==> src/rtl/mem_port_arbiter_pkg.sv <==
// Shared definitions for the two-port memory arbiter: FSM encoding, port ids
// and the default RAM size used by the arbiter and the RAM models.
package mem_port_arbiter_pkg;

  typedef enum logic [1:0] {
    ARB_IDLE  = 2'd0,
    ARB_ISSUE = 2'd1,
    ARB_WAIT  = 2'd2,
    ARB_RESP  = 2'd3
  } arb_state_t;

  localparam logic ARB_PORT_A = 1'b0;
  localparam logic ARB_PORT_B = 1'b1;

  localparam int unsigned ARB_DEFAULT_SIZE_BYTES = 32'd65536;

  // Byte address outside the RAM; widened so any address width compares safely.
  function automatic logic arb_out_of_range(input logic [63:0] addr, input logic [63:0] size_bytes);
    return (addr >= size_bytes);
  endfunction

endpackage

==> src/rtl/mem_port_arbiter_rr.sv <==
// Two-way round-robin grant: a lone request wins, a tie goes to the port
// that was not granted last. Purely combinational.
module rr_arbiter2
  import mem_port_arbiter_pkg::*;
(
  input  logic       req_a,
  input  logic       req_b,
  input  logic       last_grant,
  output logic [1:0] grant
);

  // One-hot grant: bit 0 = port A, bit 1 = port B
  always_comb begin
    grant = 2'b00;
    if (req_a && req_b) begin
      if (last_grant == ARB_PORT_B) begin
        grant = 2'b01;
      end else begin
        grant = 2'b10;
      end
    end else if (req_a) begin
      grant = 2'b01;
    end else if (req_b) begin
      grant = 2'b10;
    end else begin
      grant = 2'b00;
    end
  end

endmodule

==> src/rtl/mem_port_arbiter.sv <==
// Shares one single-port synchronous RAM between an instruction-fetch port (A)
// and a load/store port (B), serialising accesses with round-robin arbitration.
module mem_port_arbiter
  import mem_port_arbiter_pkg::*;
#(
  parameter int unsigned ADDR_WIDTH  = 32,
  parameter int unsigned DATA_WIDTH  = 32,
  parameter int unsigned SIZE_BYTES  = ARB_DEFAULT_SIZE_BYTES,
  parameter int unsigned MEM_LATENCY = 1
) (
  input  logic                    clk,
  input  logic                    rst,
  input  logic                    a_valid_i,
  output logic                    a_ready_o,
  input  logic [ADDR_WIDTH-1:0]   a_addr_i,
  input  logic [DATA_WIDTH-1:0]   a_wdata_i,
  input  logic [DATA_WIDTH/8-1:0] a_we_i,
  output logic [DATA_WIDTH-1:0]   a_rdata_o,
  output logic                    a_err_o,
  input  logic                    b_valid_i,
  output logic                    b_ready_o,
  input  logic [ADDR_WIDTH-1:0]   b_addr_i,
  input  logic [DATA_WIDTH-1:0]   b_wdata_i,
  input  logic [DATA_WIDTH/8-1:0] b_we_i,
  output logic [DATA_WIDTH-1:0]   b_rdata_o,
  output logic                    b_err_o,
  output logic                    mem_req_o,
  output logic [ADDR_WIDTH-3:0]   mem_addr_o,
  output logic [DATA_WIDTH-1:0]   mem_wdata_o,
  output logic [DATA_WIDTH/8-1:0] mem_we_o,
  input  logic [DATA_WIDTH-1:0]   mem_rdata_i
);

  localparam int unsigned BE_WIDTH = DATA_WIDTH / 8;
  localparam logic [1:0]  LAT_LOAD = 2'(MEM_LATENCY - 1);

  arb_state_t              state_r;
  logic                    last_grant_r;
  logic                    grant_r;
  logic                    oor_r;
  logic                    read_r;
  logic [1:0]              cnt_r;
  logic                    mem_req_r;
  logic [ADDR_WIDTH-3:0]   mem_addr_r;
  logic [DATA_WIDTH-1:0]   mem_wdata_r;
  logic [BE_WIDTH-1:0]     mem_we_r;
  logic                    a_ready_r;
  logic                    b_ready_r;
  logic                    a_err_r;
  logic                    b_err_r;

  logic [1:0]              gnt_s;
  logic                    sel_b_s;
  logic [ADDR_WIDTH-1:0]   sel_addr_s;
  logic [DATA_WIDTH-1:0]   sel_wdata_s;
  logic [BE_WIDTH-1:0]     sel_we_s;
  logic                    oor_s;
  logic                    enter_resp_s;

  rr_arbiter2 u_rr (
    .req_a      (a_valid_i),
    .req_b      (b_valid_i),
    .last_grant (last_grant_r),
    .grant      (gnt_s)
  );

  // Select the winning requester's fields and range-check its address
  always_comb begin
    sel_b_s = gnt_s[1];
    if (sel_b_s) begin
      sel_addr_s  = b_addr_i;
      sel_wdata_s = b_wdata_i;
      sel_we_s    = b_we_i;
    end else begin
      sel_addr_s  = a_addr_i;
      sel_wdata_s = a_wdata_i;
      sel_we_s    = a_we_i;
    end
    oor_s = arb_out_of_range(64'(sel_addr_s), 64'(SIZE_BYTES));
  end

  // The response cycle follows ISSUE directly for oor or single-cycle RAMs
  always_comb begin
    case (state_r)
      ARB_ISSUE: enter_resp_s = oor_r || (LAT_LOAD == 2'd0);
      ARB_WAIT:  enter_resp_s = (cnt_r <= 2'd1);
      default:   enter_resp_s = 1'b0;
    endcase
  end

  // Arbitration FSM with registered RAM strobe and request fields
  always_ff @(posedge clk) begin
    if (rst) begin
      state_r      <= ARB_IDLE;
      last_grant_r <= ARB_PORT_B;
      grant_r      <= ARB_PORT_A;
      oor_r        <= 1'b0;
      read_r       <= 1'b0;
      cnt_r        <= 2'd0;
      mem_req_r    <= 1'b0;
      mem_addr_r   <= '0;
      mem_wdata_r  <= '0;
      mem_we_r     <= '0;
    end else begin
      case (state_r)
        ARB_IDLE: begin
          if (gnt_s != 2'b00) begin
            grant_r      <= sel_b_s;
            last_grant_r <= sel_b_s;
            oor_r        <= oor_s;
            read_r       <= (sel_we_s == '0);
            mem_req_r    <= ~oor_s;
            if (oor_s) begin
              mem_addr_r  <= '0;
              mem_wdata_r <= '0;
              mem_we_r    <= '0;
            end else begin
              mem_addr_r  <= sel_addr_s[ADDR_WIDTH-1:2];
              mem_wdata_r <= sel_wdata_s;
              mem_we_r    <= sel_we_s;
            end
            state_r <= ARB_ISSUE;
          end else begin
            state_r <= ARB_IDLE;
          end
        end
        ARB_ISSUE: begin
          mem_req_r   <= 1'b0;
          mem_addr_r  <= '0;
          mem_wdata_r <= '0;
          mem_we_r    <= '0;
          cnt_r       <= LAT_LOAD;
          state_r     <= enter_resp_s ? ARB_RESP : ARB_WAIT;
        end
        ARB_WAIT: begin
          cnt_r   <= cnt_r - 2'd1;
          state_r <= enter_resp_s ? ARB_RESP : ARB_WAIT;
        end
        ARB_RESP: begin
          // Valid is deliberately ignored here while the requester drops it
          state_r <= ARB_IDLE;
        end
        default: begin
          state_r <= ARB_IDLE;
        end
      endcase
    end
  end

  // One-cycle ready/err pulse on the granted port during RESP
  always_ff @(posedge clk) begin
    if (rst) begin
      a_ready_r <= 1'b0;
      b_ready_r <= 1'b0;
      a_err_r   <= 1'b0;
      b_err_r   <= 1'b0;
    end else if (enter_resp_s) begin
      a_ready_r <= (grant_r == ARB_PORT_A);
      b_ready_r <= (grant_r == ARB_PORT_B);
      a_err_r   <= (grant_r == ARB_PORT_A) && oor_r;
      b_err_r   <= (grant_r == ARB_PORT_B) && oor_r;
    end else begin
      a_ready_r <= 1'b0;
      b_ready_r <= 1'b0;
      a_err_r   <= 1'b0;
      b_err_r   <= 1'b0;
    end
  end

  assign a_ready_o   = a_ready_r;
  assign b_ready_o   = b_ready_r;
  assign a_err_o     = a_err_r;
  assign b_err_o     = b_err_r;
  // RAM data arrives in the RESP cycle itself, so it is gated rather than registered
  assign a_rdata_o   = (a_ready_r && read_r && !oor_r) ? mem_rdata_i : '0;
  assign b_rdata_o   = (b_ready_r && read_r && !oor_r) ? mem_rdata_i : '0;
  assign mem_req_o   = mem_req_r;
  assign mem_addr_o  = mem_addr_r;
  assign mem_wdata_o = mem_wdata_r;
  assign mem_we_o    = mem_we_r;

endmodule
==> config.mk <==
export PLATFORM = sky130hd
export DESIGN_NAME = mem_port_arbiter
export DESIGN_NICKNAME = d
export VERILOG_FILES = /design/src/rtl/mem_port_arbiter_pkg.sv /design/src/rtl/mem_port_arbiter_rr.sv /design/src/rtl/mem_port_arbiter.sv
export SDC_FILE = /design/constraint.sdc
export NUM_CORES = 1
export LEC_CHECK = 0
export ABC_AREA = 1
export BUFFER_PORTS_ARGS = -buffer_cell sky130_fd_sc_hd__buf_4
export CAP_MARGIN = 20
export CORE_AREA = 2 2 121 123
export DETAILED_ROUTE_END_ITERATION = 12
export DIE_AREA = 0 0 123 125
export PLACE_DENSITY = 0.65
export SYNTH_ARGS = -nofsm -noshare
export SYNTH_HDL_FRONTEND = slang
export SYNTH_HIERARCHICAL = 1
export SYNTH_SLANG_ARGS = --single-unit
==> constraint.sdc <==
create_clock -name clk -period 4 [get_ports clk]
set_input_delay 0.8 -clock clk [delete_from_list [all_inputs] [get_ports clk]]
set_output_delay 0.8 -clock clk [all_outputs]
set_load 0.01 [all_outputs]
==> out/metrics.csv <==
metric;value;unit
1st-iter DRT viols;204;
clock sink total;79;
total gr overflow;0;
CP Max Fanout;52;
Worst slew margin;47.7;%
worst reg2reg path depth;9;
core area;14200;µm²
first-pass GRT wire length;22200;µm
CP Capture Point;mem_we_o[0];
HPWL Detailed;10500;µm
Critical Path AT;2.99;ns
Ports;307;
area delta synth->final;63.6;%
Mean Syn Cell Area;6.09;µm²
WL final;14500;µm
CTS tree;done;
max-slew violations;0;
crit end category;flop;
synthesized area;4240;µm²
via count;5107;
Worst setup SP type;primary input;
worst-case clock buffer depth;2;
vias per inst;4.40;
syn_nets;872;
flop and latch count out of synthesis;79;
WS Path Type;in2reg;
# hold bufs at CTS;0;
skew final;0.00511;ns
Seq/Total Area, Yosys;37.3;%
static leakage;3.72;nW
largest net degree at the start of global routing;74;
CTS Root Cell;clkbuf_16;
Post-Place Cells;1145;
Max Cap Violations;0;
non-filler instance count after layout;1162;
vias in the first global route;4584;
library cells used by synthesis;19;
Port Buffers;302;
# resized after CTS;0;
share of post-route cells with drive strength above 1;34.8;%
min Tclk post-route;2.73;ns
Tcrit/Tclk final;68.2;%
worst r2r dst;mem_we_o[0];
power per standard cell area;335;nW/µm²
pre-CTS setup slack;0.898;ns
Inserted Clock Buffers;9;
remaining antenna violation count;0;
Post-CTS Setup Repair Bufs;0;
chip width;123;µm
setup TNS;0;ns
setup slack, reg-to-reg;1.47;ns
final hold vios;0;
crit path launch;b_valid_i;
GRT Total Usage;18.0;%
# rows;44;
antenna violations before repair;1;
Avg WL per Cell;12.5;µm
largest cells by area after synthesis;dfxtp_1 37%, nand2_1 25%, nor2_1 8.0%;
FMAX;367;MHz
TritonRoute pass-1 iters;4;
RSZ-0062 raised after global routing;false;
Clk pin slew, worst setup/hold paths;0.06;ns
Synth area leader;dfxtp_1;
Reg2Reg Launch Point;last_grant_r;
Mapped Cells;696;
final setup fails;0;
# DRC;0;
DIE AREA;15400;µm²
Clock Latency Late Sink;0.33;ns
commonest cells after routing, fill and taps aside;309 x buf_4, 280 x nand2_1, 89 x nor2_1, 79 x dfxtp_1, 72 x inv_1;
Final Wtd Congestion;0.759;
most common cell after layout, fill and taps aside;buf_4;
NumNets Final;1148;
die span in y;125;µm
Hold WC Path Type;reg2reg;
H-tree lvl count;3;
Max VDD drop;0.000180;V
Initial Util;29.8;%
synth warn;6;
post-route setup slack;1.27;ns
power after layout;0.00232;W
Yosys top cell area share;37.3;%
WP data required;4.26;ns
status;finished, final reports clean;
Least-Margin Pin Slew;0.784;ns
-- final cells by class --
class                   instances  area, µm²
repair buffers                310       2340
flip-flops and latches         79       1580
multi-input cells             498       2150
clock inverters                 6        115
diodes                          1       2.50
clock buffers                  10        229
fillers                      1498       7270
inverters                      74        283
well taps                     184        230
-- cell families after synthesis --
| logic type | Yosys count | synth area share, % |
|---|---|---|
| AND/OR/NAND/NOR | 428 | 41.1 |
| flip-flops | 79 | 37.3 |
| buffers and inverters | 119 | 12.4 |
| adder cells (fa/ha/maj) | 4 | 1.18 |
| AO/OA/AOI/OAI | 66 | 8.03 |
-- metal layers --
metal  wire [µm]  GRT usage, %  up-vias
li1            -             -     2664
met5           0             0        -
met1        5330          19.0     2211
met4         482          8.36        0
met3        1360          4.52       31
met2        7300          33.0      201
-- power by group --
group / internal, W / total (W) / leakage (nW) / switching (W)
clock: 0.000614 / 0.000947 / 0.164 / 0.000333
sequential: 0.000804 / 0.000817 / 0.637 / 0.0000133
combinational: 0.000213 / 0.000554 / 2.92 / 0.000341
total: 0.00163 / 0.00232 / 3.72 / 0.000687
-- worst min-delay path by stage --
stage,startpoint,endpoint,cells after the start
2_1_floorplan,grant_r,a_ready_o,1
3_3_place_gp,mem_addr_o[19],mem_addr_o[19],2
3_5_place_dp,mem_addr_o[16],mem_addr_o[16],2
4_1_cts,mem_addr_o[29],mem_addr_o[29],2
5_1_grt,mem_addr_o[24],mem_addr_o[24],2
6_report,mem_addr_o[19],mem_addr_o[19],2
-- cell usage after synthesis, drive strengths merged --
cell and count:
clkinv 1, a21oi 56, o21ai 7, clkbuf 31, dfxtp 79, a211oi 1, nand2 280, o211ai 1
inv 73, buf 14, ha 4, o22ai 1, nor2 91, nor3 2, nand3 55
-- worst max-delay path, stage by stage --
cell,delay [ns]
buf_4,0.08
inv_1,0.06
a21oi_4,0.54
nand2_1,0.12
nand2_1,0.09
nand2_1,0.05
nor2_1,0.10
nand2_1,0.14
nor2_8,0.63
nand3_1,0.17
a21oi_1,0.16
-- registers in the layout (all words and copies together) (netlist names), 2 cells and up --
name,cells
mem_wdata_o,32
mem_addr_o,30
mem_we_o,4
cnt_r,2
state_r,2
-- metrics by stage --
step,instance area [µm²],hold WS (ns),utilization [%]
after global routing,6930,0.456,48.8
after detailed placement,6580,0.429,46.3
after CTS,6930,0.440,48.8
final,6930,0.438,48.8
after floorplan,4240,0.426,-
after global placement,6580,0.428,46.3
Power figures use the tool's default switching activity.
